File: src/rtl/alu_pkg.sv
// alu_pkg: shared types for the ALU result capture path.
//   REC_BYTES   - bytes per serialized result record
//   rec_t       - packed record, byte0 in the low byte
//   state_t     - serializer FSM states
//   pack_record - builds a record from the raw ALU result bundle
package alu_pkg;

  localparam int REC_BYTES = 4;
  localparam int IDX_W     = $clog2(REC_BYTES);

  // Indexable by byte number: rec[0] is the first byte on the wire.
  typedef logic [REC_BYTES-1:0][7:0] rec_t;

  typedef enum logic [0:0] {
    IDLE = 1'b0,
    SEND = 1'b1
  } state_t;

  // byte0 = out1, byte1 = out2, byte2 = x, byte3 = {5'b0, y, c2, c1}
  function automatic rec_t pack_record(
    input logic [7:0] out1,
    input logic [7:0] out2,
    input logic [7:0] x,
    input logic       c1,
    input logic       c2,
    input logic       y
  );
    rec_t r;
    r[0] = out1;
    r[1] = out2;
    r[2] = x;
    r[3] = {5'b00000, y, c2, c1};
    return r;
  endfunction

endpackage

File: src/rtl/sync_fifo.sv
// sync_fifo: single-clock FIFO with registered occupancy.
//   i_clk, i_rst  - clock and synchronous active-high reset (pointers/count)
//   i_push/i_wdata - write request; ignored when full at start of cycle
//   i_pop/o_rdata  - read request; o_rdata shows the head entry
//   o_full/o_empty - derived from the registered count
//   o_count        - occupancy 0..DEPTH
module sync_fifo #(
  parameter int WIDTH = 32,
  parameter int DEPTH = 4,
  parameter int AW    = $clog2(DEPTH)
) (
  input  logic             i_clk,
  input  logic             i_rst,
  input  logic             i_push,
  input  logic [WIDTH-1:0] i_wdata,
  input  logic             i_pop,
  output logic [WIDTH-1:0] o_rdata,
  output logic             o_full,
  output logic             o_empty,
  output logic [AW:0]      o_count
);

  localparam logic [AW-1:0] PTR_ONE   = AW'(1);
  localparam logic [AW:0]   CNT_ONE   = (AW+1)'(1);
  localparam logic [AW:0]   CNT_DEPTH = (AW+1)'(DEPTH);

  logic [WIDTH-1:0] r_mem [DEPTH];
  logic [AW-1:0]    r_wptr;
  logic [AW-1:0]    r_rptr;
  logic [AW:0]      r_count;
  logic             w_push_ok;
  logic             w_pop_ok;

  // Full/empty judged on start-of-cycle count: a pop never frees room for a same-cycle push.
  assign o_full    = (r_count == CNT_DEPTH);
  assign o_empty   = (r_count == {(AW+1){1'b0}});
  assign w_push_ok = i_push && !o_full;
  assign w_pop_ok  = i_pop && !o_empty;
  assign o_rdata   = r_mem[r_rptr];
  assign o_count   = r_count;

  // Pointer and occupancy registers; pointers wrap modulo DEPTH
  always_ff @(posedge i_clk) begin
    if (i_rst) begin
      r_wptr  <= {AW{1'b0}};
      r_rptr  <= {AW{1'b0}};
      r_count <= {(AW+1){1'b0}};
    end else begin
      if (w_push_ok) begin
        r_wptr <= r_wptr + PTR_ONE;
      end
      if (w_pop_ok) begin
        r_rptr <= r_rptr + PTR_ONE;
      end
      case ({w_push_ok, w_pop_ok})
        2'b10:   r_count <= r_count + CNT_ONE;
        2'b01:   r_count <= r_count - CNT_ONE;
        default: r_count <= r_count;
      endcase
    end
  end

  // Storage array, intentionally not reset
  always_ff @(posedge i_clk) begin
    if (w_push_ok) begin
      r_mem[r_wptr] <= i_wdata;
    end
  end

endmodule

File: src/rtl/alu_result_packer.sv
// alu_result_packer: captures ALU result bundles into a FIFO and streams
// each record out as four bytes over a valid/ready port.
//   wb_clk_i, wb_rst_i       - clock, synchronous active-high reset
//   cap_valid_i + bundle     - alu_out1_i, alu_out2_i, carry1_i, carry2_i, x_i, y_i
//   cap_ready_o              - FIFO not full (registered state)
//   ser_data_o/valid/last    - byte stream out; last marks byte3
//   ser_ready_i              - consumer accepts the current byte
//   count_o                  - FIFO occupancy, excluding the record being sent
//   overflow_o               - sticky: a capture was dropped
module alu_result_packer
  import alu_pkg::*;
#(
  parameter int DEPTH = 4,
  parameter int AW    = $clog2(DEPTH)
) (
  input  logic          wb_clk_i,
  input  logic          wb_rst_i,
  input  logic          cap_valid_i,
  input  logic [7:0]    alu_out1_i,
  input  logic [7:0]    alu_out2_i,
  input  logic          carry1_i,
  input  logic          carry2_i,
  input  logic [7:0]    x_i,
  input  logic          y_i,
  output logic          cap_ready_o,
  output logic [7:0]    ser_data_o,
  output logic          ser_valid_o,
  input  logic          ser_ready_i,
  output logic          ser_last_o,
  output logic [AW:0]   count_o,
  output logic          overflow_o
);

  localparam logic [IDX_W-1:0] IDX_LAST = IDX_W'(REC_BYTES - 1);
  localparam logic [IDX_W-1:0] IDX_ONE  = IDX_W'(1);

  rec_t             w_rec;
  rec_t             w_fifo_rdata;
  logic             w_fifo_full;
  logic             w_fifo_empty;
  logic             w_pop;
  state_t           r_state;
  state_t           w_state_nxt;
  rec_t             r_hold;
  logic [IDX_W-1:0] r_idx;
  logic             r_overflow;

  assign w_rec       = pack_record(alu_out1_i, alu_out2_i, x_i, carry1_i, carry2_i, y_i);
  assign cap_ready_o = !w_fifo_full;
  assign overflow_o  = r_overflow;

  sync_fifo #(
    .WIDTH ($bits(rec_t)),
    .DEPTH (DEPTH),
    .AW    (AW)
  ) u_fifo (
    .i_clk   (wb_clk_i),
    .i_rst   (wb_rst_i),
    .i_push  (cap_valid_i),
    .i_wdata (w_rec),
    .i_pop   (w_pop),
    .o_rdata (w_fifo_rdata),
    .o_full  (w_fifo_full),
    .o_empty (w_fifo_empty),
    .o_count (count_o)
  );

  // Sticky overflow: a capture arriving while full is lost, even if a pop happens too
  always_ff @(posedge wb_clk_i) begin
    if (wb_rst_i) begin
      r_overflow <= 1'b0;
    end else if (cap_valid_i && w_fifo_full) begin
      r_overflow <= 1'b1;
    end else begin
      r_overflow <= r_overflow;
    end
  end

  // Serializer state register
  always_ff @(posedge wb_clk_i) begin
    if (wb_rst_i) begin
      r_state <= IDLE;
    end else begin
      r_state <= w_state_nxt;
    end
  end

  // Next state and pop decision; popping on the final handshake avoids a bubble
  always_comb begin
    w_state_nxt = r_state;
    w_pop       = 1'b0;
    case (r_state)
      IDLE: begin
        if (!w_fifo_empty) begin
          w_pop       = 1'b1;
          w_state_nxt = SEND;
        end else begin
          w_state_nxt = IDLE;
        end
      end
      SEND: begin
        if (ser_ready_i && (r_idx == IDX_LAST)) begin
          if (!w_fifo_empty) begin
            w_pop       = 1'b1;
            w_state_nxt = SEND;
          end else begin
            w_state_nxt = IDLE;
          end
        end else begin
          w_state_nxt = SEND;
        end
      end
      default: begin
        w_state_nxt = IDLE;
      end
    endcase
  end

  // Holding register and byte index
  always_ff @(posedge wb_clk_i) begin
    if (wb_rst_i) begin
      r_hold <= '0;
      r_idx  <= {IDX_W{1'b0}};
    end else if (w_pop) begin
      r_hold <= w_fifo_rdata;
      r_idx  <= {IDX_W{1'b0}};
    end else if ((r_state == SEND) && ser_ready_i) begin
      r_idx  <= r_idx + IDX_ONE;
    end else begin
      r_idx  <= r_idx;
    end
  end

  // Moore outputs: only registered state feeds the byte port, so it holds under back-pressure
  always_comb begin
    ser_valid_o = 1'b0;
    ser_data_o  = 8'h00;
    ser_last_o  = 1'b0;
    case (r_state)
      SEND: begin
        ser_valid_o = 1'b1;
        ser_data_o  = r_hold[r_idx];
        ser_last_o  = (r_idx == IDX_LAST);
      end
      IDLE: begin
        ser_valid_o = 1'b0;
      end
      default: begin
        ser_valid_o = 1'b0;
      end
    endcase
  end

endmodule

File: config.mk
export PLATFORM = sky130hd
export DESIGN_NAME = alu_result_packer
export DESIGN_NICKNAME = d
export VERILOG_FILES = /design/src/rtl/alu_pkg.sv /design/src/rtl/sync_fifo.sv /design/src/rtl/alu_result_packer.sv
export SDC_FILE = /design/constraint.sdc
export NUM_CORES = 1
export LEC_CHECK = 0
export CAP_MARGIN = 20
export CORE_MARGIN = 3
export CORE_UTILIZATION = 50
export DETAILED_ROUTE_END_ITERATION = 10
export PLACE_DENSITY = 0.75
export SLEW_MARGIN = 40
export SYNTH_ARGS = -nofsm -noshare
export SYNTH_HDL_FRONTEND = slang
export SYNTH_HIERARCHICAL = 1
export SYNTH_SLANG_ARGS = --single-unit
File: constraint.sdc
create_clock -name wb_clk_i -period 2.3 [get_ports wb_clk_i]
set_input_delay 0.46 -clock wb_clk_i [delete_from_list [all_inputs] [get_ports wb_clk_i]]
set_output_delay 0.46 -clock wb_clk_i [all_outputs]
set_load 0.05 [all_outputs]
**Yosys cells after proc, flatten, opt, wreduce, memory -nomap -nowiden**

Memory sizes are Yosys's and may differ from the RTL's. A register that Yosys moved wholly into a read port is not among the register bits.
Cells that the tools add are included.
W data, S select, Z words.

- Multiplexer cells: 13
- $add $sub $neg: 5
- $lt $le $gt $ge: 1
- Equal/unequal tests: 4
- Reductions and logical operators: 10
- Bitwise gates (word level): 1

Operators by type and width:

| cell | count |
|---|---|
| $bmux W8 S2 | 1 |
| $mux W8 | 2 |
| $add A2 B1 Y2 const B | 3 |
| $mux W1 | 6 |
| $pmux W1 S2 | 3 |
| $pmux W3 S2 | 1 |
| $logic_and A1 B1 Y1 | 5 |
| $eq A2 B2 Y1 const B | 2 |
| $add A3 B1 Y3 const B | 1 |
| $eq A3 B3 Y1 const B | 1 |
| $logic_not A3 Y1 | 1 |
| $lt A2 B3 Y1 const B | 1 |
| $sub A3 B1 Y3 const B | 1 |
| $eq A2 B1 Y1 const B | 1 |
| $logic_not A1 Y1 | 2 |
| $reduce_bool A2 Y1 | 1 |
| $reduce_or A2 Y1 | 1 |
| $not A1 Y1 | 1 |

- Memory bits (writable): 108
- Logic and storage cells: 42
- Input bits: 31
- Output and inout port bits: 15
- Memories: 1
- Register bits after elaboration: 19

Memories:

| memory | words | bits a word | read ports | clocked after Yosys merged registers in | write ports | line | RTL |
|---|---|---|---|---|---|---|---|
| u_fifo.r_mem | 4 | 27 | 1 | 1 | 1 | sync_fifo.sv:27 | `logic [WIDTH-1:0] r_mem [DEPTH];` |

**Logic depth before layout (Yosys ltp)**

- Word-level depth: 7
- Gate-level depth with buffers: 13

**Modules after synthesis**

Netlist, hierarchy kept.

Modules (own cells, without submodules):

| module | area each (um2) | instances | sequential area each (um2) | cells an instance |
|---|---|---|---|---|
| sync_fifo | 5143.7 | 1 | 4023.9 | 221 |
| alu_result_packer | 1848.0 | 1 | 720.7 | 177 |

**Least setup slack after synthesis**

Ideal clock, no wire load.

- Path type: reg-to-reg
- From: reg u_fifo.r_count[0] (netlist: u_fifo/o_count[0])
- To: reg u_fifo.r_count[2] (netlist: u_fifo/o_count[2])
- Buffers on the path: 2
- Stages on the path, launching flop included: 13
- Slack: -412 ps
- Required time: 2230 ps
- Data arrival time: 2642 ps
- Setup time: 70 ps
- Path through: dfxtp_1 nor3_2 a21oi_1 buf_4 buf_6 o31ai_2 inv_1 ha_1 inv_1 fa_1 xor2_1 or3_1 a21oi_1

- Longest elaborated chain between the ends: 7
- Elaborated cells on any way between the ends: 15

RTL lines:

| what | line | RTL |
|---|---|---|
| start, declared | sync_fifo.sv:30 | `logic [AW:0] r_count;` |
| start signal, assigned | sync_fifo.sv:47 | `r_count <= {(AW+1){1'b0}};` |
| start signal, assigned | sync_fifo.sv:56 | `2'b10: r_count <= r_count + CNT_ONE;` |
| start signal, assigned | sync_fifo.sv:57 | `2'b01: r_count <= r_count - CNT_ONE;` |
| $logic_not A3 Y1 (*) | sync_fifo.sv:36 | `assign o_empty = (r_count == {(AW+1){1'b0}});` |
| net w_fifo_empty | alu_result_packer.sv:40 | `logic w_fifo_empty;` |
| $mux W1 (*) | alu_result_packer.sv:94, alu_result_packer.sv:103 |  |
| $mux W1 | alu_result_packer.sv:102 | `if (ser_ready_i && (r_idx == IDX_LAST)) begin` |
| $pmux W1 S2 (*) | alu_result_packer.sv:92 | `case (r_state)` |
| net w_pop | alu_result_packer.sv:41 | `logic w_pop;` |
| $logic_and A1 B1 Y1 (*) | sync_fifo.sv:38 | `assign w_pop_ok = i_pop && !o_empty;` |
| net u_fifo.w_pop_ok | sync_fifo.sv:32 | `logic w_pop_ok;` |
| $eq A2 B1 Y1 / $eq A2 B2 Y1 (equally long branches) | sync_fifo.sv:55 | `case ({w_push_ok, w_pop_ok})` |
| $pmux W3 S2 / $reduce_bool A2 Y1 (equally long branches) | - |  |

Mark *: on every way through the listed nets, which the timed path passes. The rest lies on a longest branch.
A chain may end at the register's enable or synchronous reset.

**Worst setup path after layout**

- From: reg r_idx[0]
- To: out ser_data_o[7]

- Longest elaborated chain between the ends: 3

RTL lines:

| what | line | RTL |
|---|---|---|
| start, declared | alu_result_packer.sv:45 | `logic [IDX_W-1:0] r_idx;` |
| start signal, assigned | alu_result_packer.sv:123 | `r_idx <= {IDX_W{1'b0}};` |
| start signal, assigned | alu_result_packer.sv:126 | `r_idx <= {IDX_W{1'b0}};` |
| start signal, assigned | alu_result_packer.sv:128 | `r_idx <= r_idx + IDX_ONE;` |
| $bmux W8 S2 | alu_result_packer.sv:142 | `ser_data_o = r_hold[r_idx];` |
| $mux W8 (not written as such) | alu_result_packer.sv:142 |  |
| $mux W8 | alu_result_packer.sv:139 | `case (r_state)` |
| end, declared | alu_result_packer.sv:26 | `output logic [7:0] ser_data_o,` |

Every way passes these cells. The select of a mux whose other input is x is not followed.

==> results.json <==
{
  "grt_use_met2_pct": 27.0,
  "cts_tree": "built",
  "synth_warnings": 6,
  "ys.flop_type": "edfxtp_1",
  "yosys.area.top_type": "edfxtp_1",
  "cts.sinks": 173,
  "die-area_um2": 15400,
  "start_util_pct": 52.0,
  "synth_edf_count": 128,
  "crit_family": "multiplexers",
  "synth_cells": 398,
  "cts_buffer_depth": 2,
  "slew_viol_final": 0,
  "status": "finished, final reports clean",
  "chipWidth_um": 124,
  "final_area_um2": 8480,
  "ioPinCount": 46,
  "fmax_ghz": 0.448,
  "final_common_cell": "edfxtp_1",
  "ys_top_cells_by_area": "edfxtp_1 (55%), dfxtp_1 (13%), mux4_2 (12%)",
  "wl_per_cell_um": 17.9,
  "p_leak_uw": 0.00287,
  "avgSynthCellArea_um2": 17.6,
  "fin_worst_skew_ns": 0.00900,
  "dp_hpwl_um": 7070,
  "slowest_stage": "mux4_2",
  "critical_path.max_fanout": 9,
  "cp.arrival_ns": 1.77,
  "hp-class": "flip-flop to flip-flop",
  "post-cts-setup-buffer-count": 0,
  "routed_wl_um": 11900,
  "coreArea_um2": 13500,
  "drtPass1Iterations": 5,
  "htree_levels": 4,
  "place_area_um2": 7770,
  "area_growth_pct": 21.2,
  "ir_worst_vdd_mv": 0.605,
  "start_kind": "flip-flop",
  "globalplace.congestion": 0.699,
  "use_met3_pct": 4.67,
  "grt_busiest_layer": "met2",
  "fin_crit_ns": 2.23,
  "first_global_vias": 3695,
  "p_per_area_nw_per_um2": 1150,
  "drive_gt1_share_pct": 21.8,
  "io_buffers": 45,
  "setup_viol": 0,
  "grt_start_max_net_pins": 45,
  "grt_pass1_wl_um": 19800,
  "mostFrequentLayoutCells": "edfxtp_1 (128), nand2b_1 (66), dfxtp_1 (39), mux4_2 (38)",
  "grt_usage_pct": 16.6,
  "fillCellCount": 987,
  "syn_area_um2": 6990,
  "fin_crit_sh_pct": 97.0,
  "synth_top_cell_area_share_pct": 55.0,
  "max_cap_violations": 0,
  "n_antenna_cell": 0,
  "grt.overflow.total": 0,
  "drcViolationCount": 0,
  "grtUsageMet1_pct": 21.0,
  "synthDistinctLibCells": 27,
  "cts_buffers": 17,
  "worst_slack_ns": 0.0679,
  "hold_viol": 0,
  "ys_seq_area_share_pct": 67.9,
  "drtIter0Drc": 263,
  "rsz0062_at_grt": "true",
  "criticalPathCategory": "flip-flop to primary output",
  "relSlewSlack_pct": 62.2,
  "crit_path_cell_trace": "buf_12 -> mux4_2 -> and2_1 -> buf_6",
  "cp_slowest_stage_delay_ns": 0.52,
  "tightest_slew_ns": 0.567,
  "clk_latency_ns": 0.42,
  "ys_seq_elements": 173,
  "die_h_um": 124,
  "post_drt_via_cell_ratio": 5.26,
  "crit_required_ns": 1.84,
  "crit_path_end_kind": "primary output",
  "fin_nets": 511,
  "antenna_found_initial": 0,
  "num_vias": 3481,
  "num_rows": 42,
  "cp_num_buf_inv": 2,
  "pre_cts_ws_ns": -0.318,
  "cts-root-buf": "clkbuf_16",
  "ant_nets": 0,
  "clkSlewWorstSetupHoldPaths_ns": 0.06,
  "synthArstFlopShare_pct": 0
}
-- area by class of cell --
cell class,instances,area [um2],area share [%]
Tap cell,176,220,2.60
Multi-Input combinational cell,213,2140,25.3
Inverter,9,33.8,0.399
Clock buffer,21,450,5.31
Sequential cell,173,4760,56.2
Clock inverter,11,215,2.54
Timing Repair Buffer,59,653,7.71
-- per-layer routing --
layer	routed length, um	part of all wire [%]
met4	254	2.1
met3	493	4.1
met2	6100	51
met1	5030	42
met5	0	0
-- worst reg2reg max path, cell delays in order, from the launching register on --
cell	delay, ns
dfxtp_2	0.35
ha_2	0.19
nand2_2	0.07
a21oi_4	0.18
o31ai_4	0.09
inv_1	0.06
ha_2	0.18
inv_1	0.06
fa_2	0.33
xor2_1	0.16
or3_1	0.33
a21oi_2	0.13
-- state kept, by name (all words and copies together) (netlist names), named ones only --
| register | cells |
|---|---|
| r_state | 1 |
| overflow_o | 1 |
| r_idx | 2 |
| u_fifo/r_wptr | 2 |
| u_fifo/r_mem | 128 |
| u_fifo/o_count | 3 |
| u_fifo/r_rptr | 2 |
| r_hold | 32 |
-- path summary, 6_finish.rpt --
path | from | end | slack (ns) | cells past startpoint
min reg2reg | r_hold[29] | r_hold[29] | 0.47 | 2
min | r_hold[29] | r_hold[29] | 0.47 | 2
max | r_idx[0] | ser_data_o[7] | 0.07 | 4
max reg2reg | r_idx[0] | u_fifo/o_count[2] | 0.11 | 11
-- power breakdown --
group / internal [uW] / switching [uW] / leakage [uW] / total [uW]
registers: 3870 / 271 / 0.00155 / 4140
logic: 1200 / 1220 / 0.00101 / 2420
clock network: 2060 / 1120 / 0.000310 / 3180
-- logic make-up after synthesis --
kind of cell	after synthesis	synth area share [%]
xor+xnor	4	0.501
fa+ha+maj	7	1.36
buf+inv	31	3.08
flops	173	67.9
simple gates	97	8.39
other cells	1	0.0536
mux	74	17.9
compound gates	11	0.895
-- per-stage QoR --
step	total power [uW]	instances	hold WS, ns	TNS (ns)	util (%)
floorplan	6140	417	0.445	0	-
global placement	6560	630	0.450	-0.478	57.7
detailed placement	6620	630	0.462	-0.765	57.7
CTS	9830	662	0.470	0	62.7
global route	10200	662	0.502	-0.0147	63.0
finish	9750	662	0.468	0	63.0
-- synthesized netlist by cell type (all sizes together), types with 6 or more instances --
cell type / number
mux2i: 34
nor2: 7
inv: 9
nand2b: 66
mux4: 40
and2: 13
dfxtp: 45
a21oi: 7
buf: 15
clkbuf: 7
ha: 6
edfxtp: 128
-- timing repair --
item	in CTS	in global routing
hold buffers	0	0
setup endpoints to repair	9	8
pin swaps	0	1
resized for setup	3	10
Power figures use the tool's default switching activity.
